==> src/rtl/digit_serial_adder_if.sv <==
// Request/response bundle for the digit-serial adder: operands and start in,
// busy/done handshake and registered result out.
interface digit_serial_adder_if #(
  parameter int WIDTH = 8
);
  logic             start;
  logic             sub;
  logic [WIDTH-1:0] a;
  logic [WIDTH-1:0] b;
  logic             c0;
  logic             busy;
  logic             done;
  logic [WIDTH-1:0] s;
  logic             cout;
  logic             ovf;

  modport master (output start, sub, a, b, c0, input busy, done, s, cout, ovf);
  modport slave  (input start, sub, a, b, c0, output busy, done, s, cout, ovf);
endinterface

==> src/rtl/digit_serial_adder.sv <==
// Multi-cycle adder/subtractor: DIGIT bits per clock through one short ripple chain,
// carry held in a flop between digits. IDLE -> RUN (N cycles) -> DONE (1 cycle).
module digit_serial_adder #(
  parameter int WIDTH = 8,
  parameter int DIGIT = 2
) (
  input  logic                 clk,
  input  logic                 rst,
  digit_serial_adder_if.slave  bus
);
  localparam int N  = WIDTH / DIGIT;
  localparam int CW = (N > 1) ? $clog2(N) : 1;

  typedef enum logic [1:0] {IDLE, RUN, DONE} state_t;

  state_t           state, state_nxt;
  logic             accept;
  logic [WIDTH-1:0] a_r, b_r, a_nxt, b_nxt;
  logic             carry;
  logic [CW-1:0]    cnt;
  logic             last;
  logic [DIGIT:0]   sum;
  logic [WIDTH-1:0] s_r;
  logic             cout_r, ovf_r;

  assign sum  = {1'b0, a_r[DIGIT-1:0]} + {1'b0, b_r[DIGIT-1:0]} + {{DIGIT{1'b0}}, carry};
  assign last = (cnt == CW'(N - 1));

  // A doubles as the result register: digits leave at the LSB and sums enter at the MSB,
  // so after N digits it holds the full result.
  generate
    if (N == 1) begin : g_single
      assign a_nxt = sum[DIGIT-1:0];
      assign b_nxt = '0;
    end else begin : g_multi
      assign a_nxt = {sum[DIGIT-1:0], a_r[WIDTH-1:DIGIT]};
      assign b_nxt = b_r >> DIGIT;
    end
  endgenerate

  always_ff @(posedge clk) begin
    if (rst) state <= IDLE;
    else     state <= state_nxt;
  end

  always_comb begin
    state_nxt = state;
    accept    = 1'b0;
    case (state)
      IDLE: if (bus.start) begin
        accept    = 1'b1;
        state_nxt = RUN;
      end
      RUN:  if (last) state_nxt = DONE;
      DONE: begin
        if (bus.start) begin
          accept    = 1'b1;
          state_nxt = RUN;
        end else begin
          state_nxt = IDLE;
        end
      end
      default: state_nxt = IDLE;
    endcase
  end

  always_ff @(posedge clk) begin
    if (rst) begin
      a_r    <= '0;
      b_r    <= '0;
      carry  <= 1'b0;
      cnt    <= '0;
      s_r    <= '0;
      cout_r <= 1'b0;
      ovf_r  <= 1'b0;
    end else if (accept) begin
      a_r   <= bus.a;
      b_r   <= bus.sub ? ~bus.b : bus.b;
      carry <= bus.sub ? 1'b1 : bus.c0;
      cnt   <= '0;
    end else if (state == RUN) begin
      a_r   <= a_nxt;
      b_r   <= b_nxt;
      carry <= sum[DIGIT];
      cnt   <= cnt + CW'(1);
      if (last) begin
        s_r    <= a_nxt;
        cout_r <= sum[DIGIT];
        // carry into the MSB recovered as a^b^sum at that bit
        ovf_r  <= sum[DIGIT] ^ (a_r[DIGIT-1] ^ b_r[DIGIT-1] ^ sum[DIGIT-1]);
      end
    end
  end

  assign bus.busy = (state == RUN);
  assign bus.done = (state == DONE);
  assign bus.s    = s_r;
  assign bus.cout = cout_r;
  assign bus.ovf  = ovf_r;
endmodule

==> src/flat_wrapper.sv <==
// flat-port wrapper written by rule: the top's interface ports become plain ports
module digit_serial_adder_flat 
#(
  parameter int WIDTH = 8,
  parameter int DIGIT = 2
)
  (clk, rst, bus_start, bus_sub, bus_a, bus_b, bus_c0, bus_busy, bus_done, bus_s, bus_cout, bus_ovf);
  digit_serial_adder_if #(.WIDTH(WIDTH)) bus_i ();
  input  logic clk;
  input  logic rst;
  input wire logic [$bits(bus_i.start)-1:0] bus_start;
  input wire logic [$bits(bus_i.sub)-1:0] bus_sub;
  input wire logic [$bits(bus_i.a)-1:0] bus_a;
  input wire logic [$bits(bus_i.b)-1:0] bus_b;
  input wire logic [$bits(bus_i.c0)-1:0] bus_c0;
  output wire logic [$bits(bus_i.busy)-1:0] bus_busy;
  output wire logic [$bits(bus_i.done)-1:0] bus_done;
  output wire logic [$bits(bus_i.s)-1:0] bus_s;
  output wire logic [$bits(bus_i.cout)-1:0] bus_cout;
  output wire logic [$bits(bus_i.ovf)-1:0] bus_ovf;
  assign bus_i.start = bus_start;
  assign bus_i.sub = bus_sub;
  assign bus_i.a = bus_a;
  assign bus_i.b = bus_b;
  assign bus_i.c0 = bus_c0;
  assign bus_busy = bus_i.busy;
  assign bus_done = bus_i.done;
  assign bus_s = bus_i.s;
  assign bus_cout = bus_i.cout;
  assign bus_ovf = bus_i.ovf;
  digit_serial_adder #(.WIDTH(WIDTH), .DIGIT(DIGIT)) u_core (.clk(clk), .rst(rst), .bus(bus_i));
endmodule
==> config.mk <==
export PLATFORM = sky130hd
export DESIGN_NAME = digit_serial_adder_flat
export DESIGN_NICKNAME = d
export VERILOG_FILES = /design/src/rtl/digit_serial_adder_if.sv /design/src/rtl/digit_serial_adder.sv /design/src/flat_wrapper.sv
export SDC_FILE = /design/constraint.sdc
export NUM_CORES = 1
export LEC_CHECK = 0
export CAP_MARGIN = 30
export CORE_UTILIZATION = 52
export DETAILED_ROUTE_END_ITERATION = 10
export HOLD_SLACK_MARGIN = 0.15
export MAX_ROUTING_LAYER = met4
export PLACE_DENSITY = 0.92
export REMOVE_ABC_BUFFERS = 1
export SYNTH_ARGS = -nofsm -noshare
export SYNTH_HDL_FRONTEND = slang
export SYNTH_SLANG_ARGS = --single-unit
==> constraint.sdc <==
create_clock -name clk -period 5.57 [get_ports clk]
set_clock_uncertainty 0.1 [all_clocks]
set_input_delay 0.8355 -clock clk [delete_from_list [all_inputs] [get_ports clk]]
set_output_delay 0.8355 -clock clk [all_outputs]
set_load 0.1 [all_outputs]
==> summary.md <==
| Metric | Value |
|---|---|
| Total track usage | 23.03% |
| Area Overhead vs Synth | 24.80% |
| Die W | 54.40 um |
| Pin count of the biggest net entering global routing | 27 |
| Final nets | 213 |
| Die height | 54.40 um |
| Starting DRT DRC Count | 28 |
| Count of different cell masters after synthesis | 34 |
| Fin crit share | 65.78% |
| Clock Tree Root | clkbuf_4 |
| Dpl hpwl | 2000 um |
| P per Cell Area | 249.0 nW/um^2 |
| Worst Path Arrival | 2.73 ns |
| Hold Crit Class | reg2reg |
| Final std cells w/o fill | 219 |
| Die area | 2959 um^2 |
| Starting density of the core | 56.10% |
| Count leader, synth | dfxtp_1 |
| Worst-Margin Slew | 0.9729 ns |
| Syn Area/Cell | 8.979 um^2 |
| Peak VDD IR | 164.6 uV |
| Wire per inst | 13.31 um |
| Slew headroom | 34.94% |
| IO Pins | 33 |
| Post-layout instance area | 1782 um^2 |
| Worst setup SP type | flip-flop |
| N_diodes | 0 |
| Cell Area, Placed | 1724 um^2 |
| #FFs+latches synth | 31 |
| Hold_ws | 0.3569 ns |
| Post-CTS Resized | 0 |
| Clk buf depth | 2 |
| Vias in the first global route | 1057 |
| Post-CTS Setup Inserts | 0 |
| Sinks on Clock Net | 31 |
| Detailed-route DRC error count | 0 |
| Clock transition at path regs | 0.09 ns |
| Placed cell count | 210 |
| Vias/cell | 5.539 |
| Cell Area, Synth | 1428 um^2 |
| CTS tree | yes |
| First-pass GRT wire length | 4547 um |
| CP Capture Type | output pin |
| Critical Path RT | 4.63 ns |
| Row count | 18 |
| Final GP Congestion | 0.7898 |
| Via Count | 1213 |
| RSZ-0062 raised after global routing | false |
| Post-route ant nets | 0 |
| CORE AREA | 2545 um^2 |
| Synth area leaders | dfxtp_1, a21oi_1, xor2_1 |
| Initial antenna violation count | 0 |
| Final setup fails | 0 |
| Setup TNS | 0 ns |
| Worst-Skew Late Latency | 0.33 ns |
| Wirelength, routed | 2914 um |
| H-tree depth | 2 |
| Yosys top cell by area | dfxtp_1 |
| Register area share after synthesis | 43.47% |
| Fmax | 272.9 MHz |
| Top cells by count, synth | dfxtp_1, a21oi_1, nand2_1, nand3_1, a22oi_1 |
| Final Hold Fails | 0 |
| YS warnings | 0 |
| Grt ovf | 0 |
| Predominant post-synthesis flop cell | dfxtp_1 |
| Final Critical Period | 3.664 ns |
| Pleak | 0.0006313 uW |
| Area share of the leading cell type in the synthesized netlist | 43.47% |
| Clock buffer count from CTS | 5 |
| CP Class | reg2out |
| Fill cells | 212 |
| # Max-Cap Violations | 0 |
| Status | finished, final reports clean |
| Number of hold buffers added after CTS | 0 |
| Max Slew Vio Count | 0 |
| Layout cells sized above 1 | 6.349% |
| Worst Path Max Fanout | 18 |
| Cells after Synth | 159 |
| I/O Buffers | 32 |
| Ys async rst share | 0% |
| Util after Layout | 70.01% |
| First-pass iteration count of the detailed router | 4 |
| Post-synth EDFFs | 0 |
==> cell type report <==
| cell class | instances | area, um^2 | share of cell area [%] |
|---|---|---|---|
| multi-input combinational | 110 | 688.2 | 38.62 |
| inverter | 6 | 30.03 | 1.685 |
| tap | 30 | 37.54 | 2.107 |
| sequential | 31 | 620.6 | 34.83 |
| clock inverter | 1 | 5.005 | 0.2809 |
| clock buffer | 7 | 45.04 | 2.528 |
| timing repair buffer | 34 | 355.3 | 19.94 |
==> final timing paths <==
kind,start,endpoint,slack (ns),cells after the start
max reg2reg,u_core.carry$_SDFFE_PP0P_,u_core.bus.ovf$_SDFFE_PP0P_,3.58,6
max,u_core.state[0]$_SDFFE_PP0P_,bus_busy,1.91,3
min reg2reg,u_core.bus.s[4]$_SDFFE_PP0P_,u_core.bus.s[4]$_SDFFE_PP0P_,0.36,2
min,u_core.bus.s[4]$_SDFFE_PP0P_,u_core.bus.s[4]$_SDFFE_PP0P_,0.36,2
==> registers in the layout, summed over array words and instances, names as in the netlist <==
name and cells:
u_core.a_r 8, u_core.bus.cout 1, u_core.carry 1, u_core.b_r 8, u_core.bus.ovf 1, u_core.cnt 2
u_core.bus.s 8, u_core.state 2
==> cells by family (layout without fill, tap and decap cells) <==
family	count (synthesis)	in the layout	synth area share [%]
multiplexers	1	1	0.7012
adder cells (fa/ha/maj)	4	4	4.557
AO/OA/AOI/OAI	41	41	18.23
flip-flops	31	31	43.47
AND/OR/NAND/NOR	54	54	18.58
XOR/XNOR	10	10	6.135
buffers and inverters	18	48	8.326
==> critical path: stages (launching register included) <==
cell and delay [ns]:
dfxtp_1 0.45, nand2b_1 0.47, inv_8 0.30, clkdlybuf4s50_1 1.17
==> power breakdown <==
group / switching (uW) / internal (uW) / total (uW)
registers: 8.16 / 233 / 241
logic: 43.4 / 37.0 / 80.4
clock network: 73.0 / 49.1 / 122
total: 125 / 319 / 444
==> routing by layer <==
metal  track usage, %  up-vias  routed length [um]  part of all wire [%]
li1                 -      612                   -                     -
met1            24.91      541                1228                    42
met2            37.60       50                1386                    48
met3            9.167       10                 240                   8.2
met4            8.974        0                  59                   2.0
met5                -        -                   0                     0
==> layout by cell type (no fill, tap or decap), types with 2 or more instances in the layout <==
master / count
a211oi_1: 3
a21oi_1: 21
a22oi_1: 10
a311oi_1: 2
clkbuf_1: 2
clkbuf_4: 5
clkdlybuf4s50_1: 32
dfxtp_1: 31
fa_1: 2
ha_1: 2
inv_1: 5
nand2_1: 20
nand2b_1: 2
nand3_1: 13
nand3b_1: 3
nor2_1: 9
o211ai_1: 2
xor2_1: 9
==> stage by stage <==
stage               worst slack [ns]  total power, uW
floorplan                      3.504            290.5
global placement               2.347            319.2
detailed placement             2.275            325.1
CTS                            1.898            445.5
global route                   1.719            466.3
finish                         1.906            443.6
No activity file was read; power rests on OpenSTA's default activity.
